`config.mk`:
```
export PLATFORM = sky130hd
export DESIGN_NAME = mul_div_core_flat
export DESIGN_NICKNAME = d
export VERILOG_FILES = /design/src/rtl/mdu_pkg.sv /design/src/rtl/mul_div_core_if.sv /design/src/rtl/mdu_div_iter.sv /design/src/rtl/mul_div_core.sv /design/src/flat_wrapper.sv
export SDC_FILE = /design/constraint.sdc
export NUM_CORES = 2
export LEC_CHECK = 0
export BUFFER_PORTS_ARGS = -buffer_cell sky130_fd_sc_hd__buf_2
export CAP_MARGIN = 20
export CORE_MARGIN = 2
export CORE_UTILIZATION = 60
export DETAILED_ROUTE_END_ITERATION = 10
export GPL_TIMING_DRIVEN = 1
export PLACE_DENSITY = 0.77
export SLEW_MARGIN = 10
export SYNTH_ARGS = -nofsm -noshare
export SYNTH_HDL_FRONTEND = slang
export SYNTH_SLANG_ARGS = --single-unit
```
`constraint.sdc`:
```
create_clock -name clk -period 10.64 [get_ports clk]
set_input_delay 2.128 -clock clk [delete_from_list [all_inputs] [get_ports clk]]
set_output_delay 2.128 -clock clk [all_outputs]
set_load 0.02 [all_outputs]
```
`src/rtl/mdu_pkg.sv`:
```
// rtl/mdu_pkg.sv - op codes, FSM states and op-class predicates for mul_div_core
// MDU_MADD_EN enables decoding of the accumulate ops (codes 9-12).
package mdu_pkg;

  typedef enum logic [3:0] {
    OP_NOP   = 4'd0,
    OP_MULT  = 4'd1,
    OP_MULTU = 4'd2,
    OP_DIV   = 4'd3,
    OP_DIVU  = 4'd4,
    OP_MFHI  = 4'd5,
    OP_MFLO  = 4'd6,
    OP_MTHI  = 4'd7,
    OP_MTLO  = 4'd8,
    OP_MADD  = 4'd9,
    OP_MADDU = 4'd10,
    OP_MSUB  = 4'd11,
    OP_MSUBU = 4'd12
  } mdu_op_e;

  typedef enum logic [1:0] {
    IDLE,
    MUL_WAIT,
    DIV_ITER,
    DIV_WAIT
  } mdu_state_e;

`ifdef MDU_MADD_EN
  localparam bit MADD_EN = 1'b1;
`else
  localparam bit MADD_EN = 1'b0;
`endif

  function automatic logic is_acc_op(input logic [3:0] op);
    return MADD_EN && (op inside {OP_MADD, OP_MADDU, OP_MSUB, OP_MSUBU});
  endfunction

  function automatic logic is_mul_op(input logic [3:0] op);
    return (op inside {OP_MULT, OP_MULTU}) || is_acc_op(op);
  endfunction

  function automatic logic is_div_op(input logic [3:0] op);
    return op inside {OP_DIV, OP_DIVU};
  endfunction

  function automatic logic is_signed_op(input logic [3:0] op);
    return op inside {OP_MULT, OP_DIV, OP_MADD, OP_MSUB};
  endfunction

endpackage

```
`src/rtl/mul_div_core_if.sv`:
```
// rtl/mul_div_core_if.sv - issue/result bundle between the execute stage and mul_div_core
interface mul_div_core_if #(parameter int WIDTH = 32);
  logic             start;
  logic             req;
  logic [3:0]       op;
  logic [WIDTH-1:0] a;
  logic [WIDTH-1:0] b;
  logic [WIDTH-1:0] out;
  logic             busy;
  logic             done;
  logic [WIDTH-1:0] hi;
  logic [WIDTH-1:0] lo;

  modport master (output start, req, op, a, b, input out, busy, done, hi, lo);
  modport slave  (input start, req, op, a, b, output out, busy, done, hi, lo);
endinterface

```
`src/rtl/mdu_div_iter.sv`:
```
// rtl/mdu_div_iter.sv - restoring radix-2 divider on unsigned magnitudes, one bit per cycle
module mdu_div_iter #(
  parameter int WIDTH = 32
) (
  input  logic             clk,
  input  logic             reset,
  input  logic             start,
  input  logic [WIDTH-1:0] dividend,
  input  logic [WIDTH-1:0] divisor,
  output logic [WIDTH-1:0] quotient,
  output logic [WIDTH-1:0] remainder,
  output logic             ready
);
  localparam int STEP_W = $clog2(WIDTH + 1);

  logic [WIDTH-1:0]  rem_q;
  logic [WIDTH-1:0]  quo_q;
  logic [WIDTH-1:0]  div_q;
  logic [STEP_W-1:0] step_q;
  logic [WIDTH:0]    shifted;
  logic [WIDTH:0]    diff;

  // Partial remainder stays below the divisor, so WIDTH+1 bits hold the trial and its sign.
  assign shifted = {rem_q, quo_q[WIDTH-1]};
  assign diff    = shifted - {1'b0, div_q};

  always_ff @(posedge clk or negedge reset) begin
    if (!reset) begin
      rem_q  <= '0;
      quo_q  <= '0;
      div_q  <= '0;
      step_q <= '0;
    end else if (start) begin
      rem_q  <= '0;
      quo_q  <= dividend;
      div_q  <= divisor;
      step_q <= STEP_W'(WIDTH);
    end else if (step_q != '0) begin
      step_q <= step_q - 1'b1;
      if (!diff[WIDTH]) begin
        rem_q <= diff[WIDTH-1:0];
        quo_q <= {quo_q[WIDTH-2:0], 1'b1};
      end else begin
        rem_q <= shifted[WIDTH-1:0];
        quo_q <= {quo_q[WIDTH-2:0], 1'b0};
      end
    end
  end

  assign quotient  = quo_q;
  assign remainder = rem_q;
  assign ready     = (step_q == '0);
endmodule

```
`src/rtl/mul_div_core.sv`:
```
// rtl/mul_div_core.sv - iterative multiply/divide unit with HI/LO registers and busy stall
// MDU_MADD_EN enables MADD/MADDU/MSUB/MSUBU accumulate ops.
module mul_div_core
  import mdu_pkg::*;
#(
  parameter int WIDTH      = 32,
  parameter int MUL_CYCLES = 5,
  parameter int DIV_CYCLES = 34
) (
  input logic           clk,
  input logic           reset,
  mul_div_core_if.slave bus
);
  localparam int MAX_CYCLES = (MUL_CYCLES > DIV_CYCLES) ? MUL_CYCLES : DIV_CYCLES;
  localparam int CNT_W      = $clog2(MAX_CYCLES + 1);

  if (DIV_CYCLES < WIDTH + 1) begin : g_div_cycles_check
    $error("DIV_CYCLES must be at least WIDTH+1");
  end
  if (MUL_CYCLES < 1) begin : g_mul_cycles_check
    $error("MUL_CYCLES must be at least 1");
  end

  mdu_state_e           state_q, state_d;
  logic [CNT_W-1:0]     cnt_q;
  logic [WIDTH-1:0]     hi_q, lo_q;
  logic                 done_q;
  logic [3:0]           op_q;
  logic [2*WIDTH-1:0]   prod_q;
  logic [WIDTH-1:0]     a_q;
  logic                 a_neg_q, q_neg_q, b_zero_q;

  logic                 go, issue_mul, issue_div, sgn, a_neg, b_neg, commit, div_ready;
  logic [WIDTH-1:0]     a_mag, b_mag, quo, rem, div_hi, div_lo, out_w;
  logic [2*WIDTH-1:0]   a_ext, b_ext, product, mul_res, res;

  assign go        = bus.start & ~bus.req & (state_q == IDLE);
  assign issue_mul = go & is_mul_op(bus.op);
  assign issue_div = go & is_div_op(bus.op);
  assign sgn       = is_signed_op(bus.op);
  assign a_neg     = sgn & bus.a[WIDTH-1];
  assign b_neg     = sgn & bus.b[WIDTH-1];
  assign a_mag     = a_neg ? -bus.a : bus.a;
  assign b_mag     = b_neg ? -bus.b : bus.b;

  // Low 2*WIDTH bits of the extended product are correct for both signednesses.
  assign a_ext   = sgn ? {{WIDTH{bus.a[WIDTH-1]}}, bus.a} : {{WIDTH{1'b0}}, bus.a};
  assign b_ext   = sgn ? {{WIDTH{bus.b[WIDTH-1]}}, bus.b} : {{WIDTH{1'b0}}, bus.b};
  assign product = a_ext * b_ext;

  mdu_div_iter #(.WIDTH(WIDTH)) u_div_iter (
    .clk       (clk),
    .reset     (reset),
    .start     (issue_div),
    .dividend  (a_mag),
    .divisor   (b_mag),
    .quotient  (quo),
    .remainder (rem),
    .ready     (div_ready)
  );

  always_comb begin
    state_d = state_q;
    commit  = 1'b0;
    case (state_q)
      IDLE: begin
        if (issue_mul)      state_d = MUL_WAIT;
        else if (issue_div) state_d = DIV_ITER;
      end
      MUL_WAIT: begin
        if (cnt_q == CNT_W'(MUL_CYCLES)) begin
          commit  = 1'b1;
          state_d = IDLE;
        end
      end
      DIV_ITER: begin
        if (cnt_q == CNT_W'(DIV_CYCLES)) begin
          commit  = 1'b1;
          state_d = IDLE;
        end else if (div_ready) begin
          state_d = DIV_WAIT;
        end
      end
      DIV_WAIT: begin
        if (cnt_q == CNT_W'(DIV_CYCLES)) begin
          commit  = 1'b1;
          state_d = IDLE;
        end
      end
      default: state_d = IDLE;
    endcase
  end

  // Sign fixup and the divide-by-zero result are resolved only at commit.
  assign div_lo = b_zero_q ? '1   : (q_neg_q ? -quo : quo);
  assign div_hi = b_zero_q ? a_q  : (a_neg_q ? -rem : rem);

`ifdef MDU_MADD_EN
  always_comb begin
    mul_res = prod_q;
    if (op_q inside {OP_MADD, OP_MADDU})      mul_res = {hi_q, lo_q} + prod_q;
    else if (op_q inside {OP_MSUB, OP_MSUBU}) mul_res = {hi_q, lo_q} - prod_q;
  end
`else
  assign mul_res = prod_q;
`endif

  assign res = is_div_op(op_q) ? {div_hi, div_lo} : mul_res;

  always_ff @(posedge clk or negedge reset) begin
    if (!reset) state_q <= IDLE;
    else        state_q <= state_d;
  end

  always_ff @(posedge clk or negedge reset) begin
    if (!reset) begin
      cnt_q    <= '0;
      hi_q     <= '0;
      lo_q     <= '0;
      done_q   <= 1'b0;
      op_q     <= '0;
      prod_q   <= '0;
      a_q      <= '0;
      a_neg_q  <= 1'b0;
      q_neg_q  <= 1'b0;
      b_zero_q <= 1'b0;
    end else begin
      done_q <= commit;
      if (go && bus.op == OP_MTHI) hi_q <= bus.a;
      if (go && bus.op == OP_MTLO) lo_q <= bus.a;
      if (commit) {hi_q, lo_q} <= res;
      if (issue_mul || issue_div) begin
        cnt_q    <= CNT_W'(1);
        op_q     <= bus.op;
        prod_q   <= product;
        a_q      <= bus.a;
        a_neg_q  <= a_neg;
        q_neg_q  <= a_neg ^ b_neg;
        b_zero_q <= (bus.b == '0);
      end else if (state_q != IDLE) begin
        cnt_q <= commit ? '0 : cnt_q + 1'b1;
      end
    end
  end

  always_comb begin
    out_w = '0;
    case (bus.op)
      OP_MFHI: out_w = hi_q;
      OP_MFLO: out_w = lo_q;
      default: out_w = '0;
    endcase
  end

  assign bus.out  = out_w;
  assign bus.busy = issue_mul | issue_div | (state_q != IDLE);
  assign bus.done = done_q;
  assign bus.hi   = hi_q;
  assign bus.lo   = lo_q;
endmodule

```
`src/flat_wrapper.sv`:
```
// flat-port wrapper written by rule: the top's interface ports become plain ports
module mul_div_core_flat import mdu_pkg::*;
#(
  parameter int WIDTH      = 32,
  parameter int MUL_CYCLES = 5,
  parameter int DIV_CYCLES = 34
)
  (clk, reset, bus_start, bus_req, bus_op, bus_a, bus_b, bus_out, bus_busy, bus_done, bus_hi, bus_lo);
  mul_div_core_if #(.WIDTH(WIDTH)) bus_i ();
  input logic clk;
  input logic reset;
  input wire logic [$bits(bus_i.start)-1:0] bus_start;
  input wire logic [$bits(bus_i.req)-1:0] bus_req;
  input wire logic [$bits(bus_i.op)-1:0] bus_op;
  input wire logic [$bits(bus_i.a)-1:0] bus_a;
  input wire logic [$bits(bus_i.b)-1:0] bus_b;
  output wire logic [$bits(bus_i.out)-1:0] bus_out;
  output wire logic [$bits(bus_i.busy)-1:0] bus_busy;
  output wire logic [$bits(bus_i.done)-1:0] bus_done;
  output wire logic [$bits(bus_i.hi)-1:0] bus_hi;
  output wire logic [$bits(bus_i.lo)-1:0] bus_lo;
  assign bus_i.start = bus_start;
  assign bus_i.req = bus_req;
  assign bus_i.op = bus_op;
  assign bus_i.a = bus_a;
  assign bus_i.b = bus_b;
  assign bus_out = bus_i.out;
  assign bus_busy = bus_i.busy;
  assign bus_done = bus_i.done;
  assign bus_hi = bus_i.hi;
  assign bus_lo = bus_i.lo;
  mul_div_core #(.WIDTH(WIDTH), .MUL_CYCLES(MUL_CYCLES), .DIV_CYCLES(DIV_CYCLES)) u_core (.clk(clk), .reset(reset), .bus(bus_i));
endmodule
```
==> summary.txt <==
Floorplanning
  – Core Area: between 100000 and 150000 um2
  – Rows: 120
  – Die height: around 330 um
  – Chip width: between 300 and 400 um
  – Initial cell density of the core: 60.35%
  – Die ar.: approximately 110000 um2
  – Num ports: between 150 and 200

Placed design
  – Pre-CTS setup slack: -0.5965 ns
  – Port bufs: about 170
  – Final Wtd Congestion: about 1.0
  – Dpl hpwl: approximately 180000 um

Worst setup path
  – Crit end category: register
  – Crit path launch type: primary input
  – Slowest stage delay, CP: 0.56 ns
  – Slowest CP cell: fa_1
  – Crit path top cell by count: fa_1
  – CP required: ~11 ns
  – CP Max Fanout: 5
  – Setup Crit Path Kind: in -> reg
  – Data arrival, critical path: 10.78 ns
  – R2R setup slack: approximately 6.5 ns

CTS
  – Clock-pin slew on the worst setup and hold paths: ~0.070 ns
  – Worst skew pair latency: between 0.5 and 0.6 ns
  – CTS tree: built
  – # H-tree levels: 1
  – CTS sink cnt: ~280
  – CTS Buf Count: 23
  – Cts-stage hold buffer count: 0
  – Max Root-Sink Buffers: 3
  – Root buf cell: clkbuf_16

Timing
  – Worst rel slew slack: a little under two fifths
  – Crit share post-route: around 100%
  – RSZ-0062 raised after global routing: yes
  – Final setup viols: 0
  – Max Clk Rate: between 0.09 and 0.1 GHz
  – Worst Clk Skew: roughly 0.021 ns
  – Final Hold Viols: 0
  – Min Tclk post-route: around 10 ns
  – Fin. max-slew vios: 0
  – Post-route setup slack: roughly 0.27 ns
  – Worst-Margin Slew: 0.9399 ns

Logic synthesis
  – Post-synthesis sequential area ratio: 10.78%
  – Synthesis warning total: 0
  – Synth Register Bits: ~280
  – Synth cell types: 84
  – Post-synth EDFFs: 0
  – Synthesized instance count: 7183
  – Synth Area per Inst: ~9 um2
  – Synth Net Count: 9030
  – Post-synth ARST share: 100.0%
  – Synth Flop Type: dfrtp_1
  – Synthesized area: approximately 65000 um2

Routing
  – Drt drc: 0
  – Drt wl/cell: between 20 and 25 um
  – Total Routed Length: ~210000 um
  – Number of vias per cell: about 5.7
  – Routed via count: between 50000 and 60000
  – Drt first pass iters: 9
  – DRT iter0 DRCs: 4745
  – Post-route ant nets: 0

Cells and area
  – Most common cell after layout, fill and taps aside: inv_1
  – Final #Nets: ~9400
  – Share of cells above drive strength 1: 12.13%
  – Area Growth Syn to Fin: 11.46%
  – Most frequent cells in the layout: inv_1 (1584), fa_1 (1409), nand2_1 (1151), buf_4 (567), ha_1 (355)

Status
  – Outcome: completed

GRT
  – Initial antenna violation count: 14
  – Total GRT Usage: about two fifths
  – Vias in the first global route: between 50000 and 60000
  – Largest net degree at the start of global routing: roughly 160
  – Global-route wire length before repair: 325600 um
  – GRT Residual Overflow: 0

Min path
  – Worst Hold Class: reg -> reg

Flow run
  – MaxCap Viol Count: 0
registers in the layout, summed over array words and instances, names as in the netlist, 2 cells and up:
register,flops
u_core.op_q,4
u_core.u_div_iter.div_q,32
u_core.bus.hi,32
u_core.mul_res,64
u_core.u_div_iter.step_q,6
u_core.state_q,2
u_core.a_q,32
u_core.cnt_q,6
u_core.u_div_iter.quotient,32
u_core.bus.lo,32
u_core.u_div_iter.remainder,32
path summary, 6_finish.rpt:
kind / to / cells past startpoint / start
min reg2reg: u_core.a_q[29] / 2 / u_core.a_q[29]
min in group asynchronous: u_core.bus.hi[28] / 1 / reset
max in group asynchronous: u_core.u_div_iter.quotient[16] / 2 / reset
min: u_core.a_q[29] / 2 / u_core.a_q[29]
max: u_core.mul_res[47] / 37 / bus_op[0]
max reg2reg: u_core.u_div_iter.remainder[23] / 15 / u_core.u_div_iter.quotient[31]
area by class of cell:
class	instances	area, um2
Antenna cell	8	20.02
Clock buffer	31	655.6
Clock inverter	11	178.9
Fill cell	8561	34990
Inverter	1593	5982
Multi-Input combinational cell	4880	50150
Sequential cell	278	6958
Tap cell	1403	1755
Timing Repair Buffer	791	6211
logic make-up after synthesis:
family	Yosys count	synth area share [%]
multiplexers	63	0.9813
AO/OA/AOI/OAI	816	8.071
adder cells (fa/ha/maj)	1775	50.92
AND/OR/NAND/NOR	1958	13.75
XOR/XNOR	268	3.650
buffers and inverters	2025	11.85
flip-flops	278	10.78
routing by layer:
layer	track usage [%]	vias up	wire [um]
li1	-	22305	-
met2	59.70	2693	91850
met5	0	-	67
met1	53.74	26113	83690
met4	14.22	10	9493
met3	11.10	449	26000
cells in the mapped netlist, drive strengths merged (25+ instances only):
| cell | number | area (um2) |
|---|---|---|
| inv | 1593 | 5979 |
| fa | 1418 | 28390 |
| nand2 | 1157 | 4345 |
| ha | 357 | 4467 |
| clkbuf | 347 | 1306 |
| and2 | 341 | 2133 |
| dfrtp | 278 | 6957 |
| o21ai | 226 | 1142 |
| nor2 | 211 | 792.0 |
| a21oi | 185 | 944.7 |
| xnor2 | 169 | 1480 |
| xor2 | 99 | 874.6 |
| buf | 85 | 360.3 |
| a31oi | 81 | 506.7 |
| a21o | 66 | 495.5 |
| mux2i | 61 | 610.6 |
| a211oi | 44 | 340.3 |
| nand3 | 38 | 195.2 |
| o211ai | 36 | 270.3 |
| a22o | 35 | 306.5 |
| and3 | 35 | 219.0 |
| nor3 | 34 | 192.7 |
| o31ai | 32 | 255.3 |
| or3 | 30 | 202.7 |
| nand2b | 25 | 163.9 |
per-stage QoR:
step | cell area (um2) | setup TNS [ns] | utilization, % | std cells | hold slack [ns]
floorplan | 64690 | -0.5979 | - | 7183 | 0.4418
global placement | 70820 | -5.872 | 66.25 | 8939 | 0.4578
detailed placement | 70820 | -8.007 | 66.25 | 8939 | 0.4630
CTS | 71660 | 0 | 67.04 | 8981 | 0.4806
global route | 71900 | -0.03052 | 67.26 | 8990 | 0.4979
finish | 71920 | 0 | 67.27 | 8995 | 0.4790
critical path, delay by kind of cell:
| family | cells | cell delay (ns) |
|---|---|---|
| AO/OA/AOI/OAI | 6 | 1.19 |
| XOR/XNOR | 1 | 0.13 |
| adder cells (fa/ha/maj) | 11 | 5.34 |
| buffers and inverters | 14 | 1.39 |
| AND/OR/NAND/NOR | 5 | 0.57 |
repair_timing:
item,4_1_cts,5_1_grt
setup buffers,0,3
setup endpoints to repair,1,15
gates resized for setup,1,23
pin swaps,0,18
Power is not shown: default switching activity piles up to over one toggle a cycle in this logic, so the estimate is an artifact.
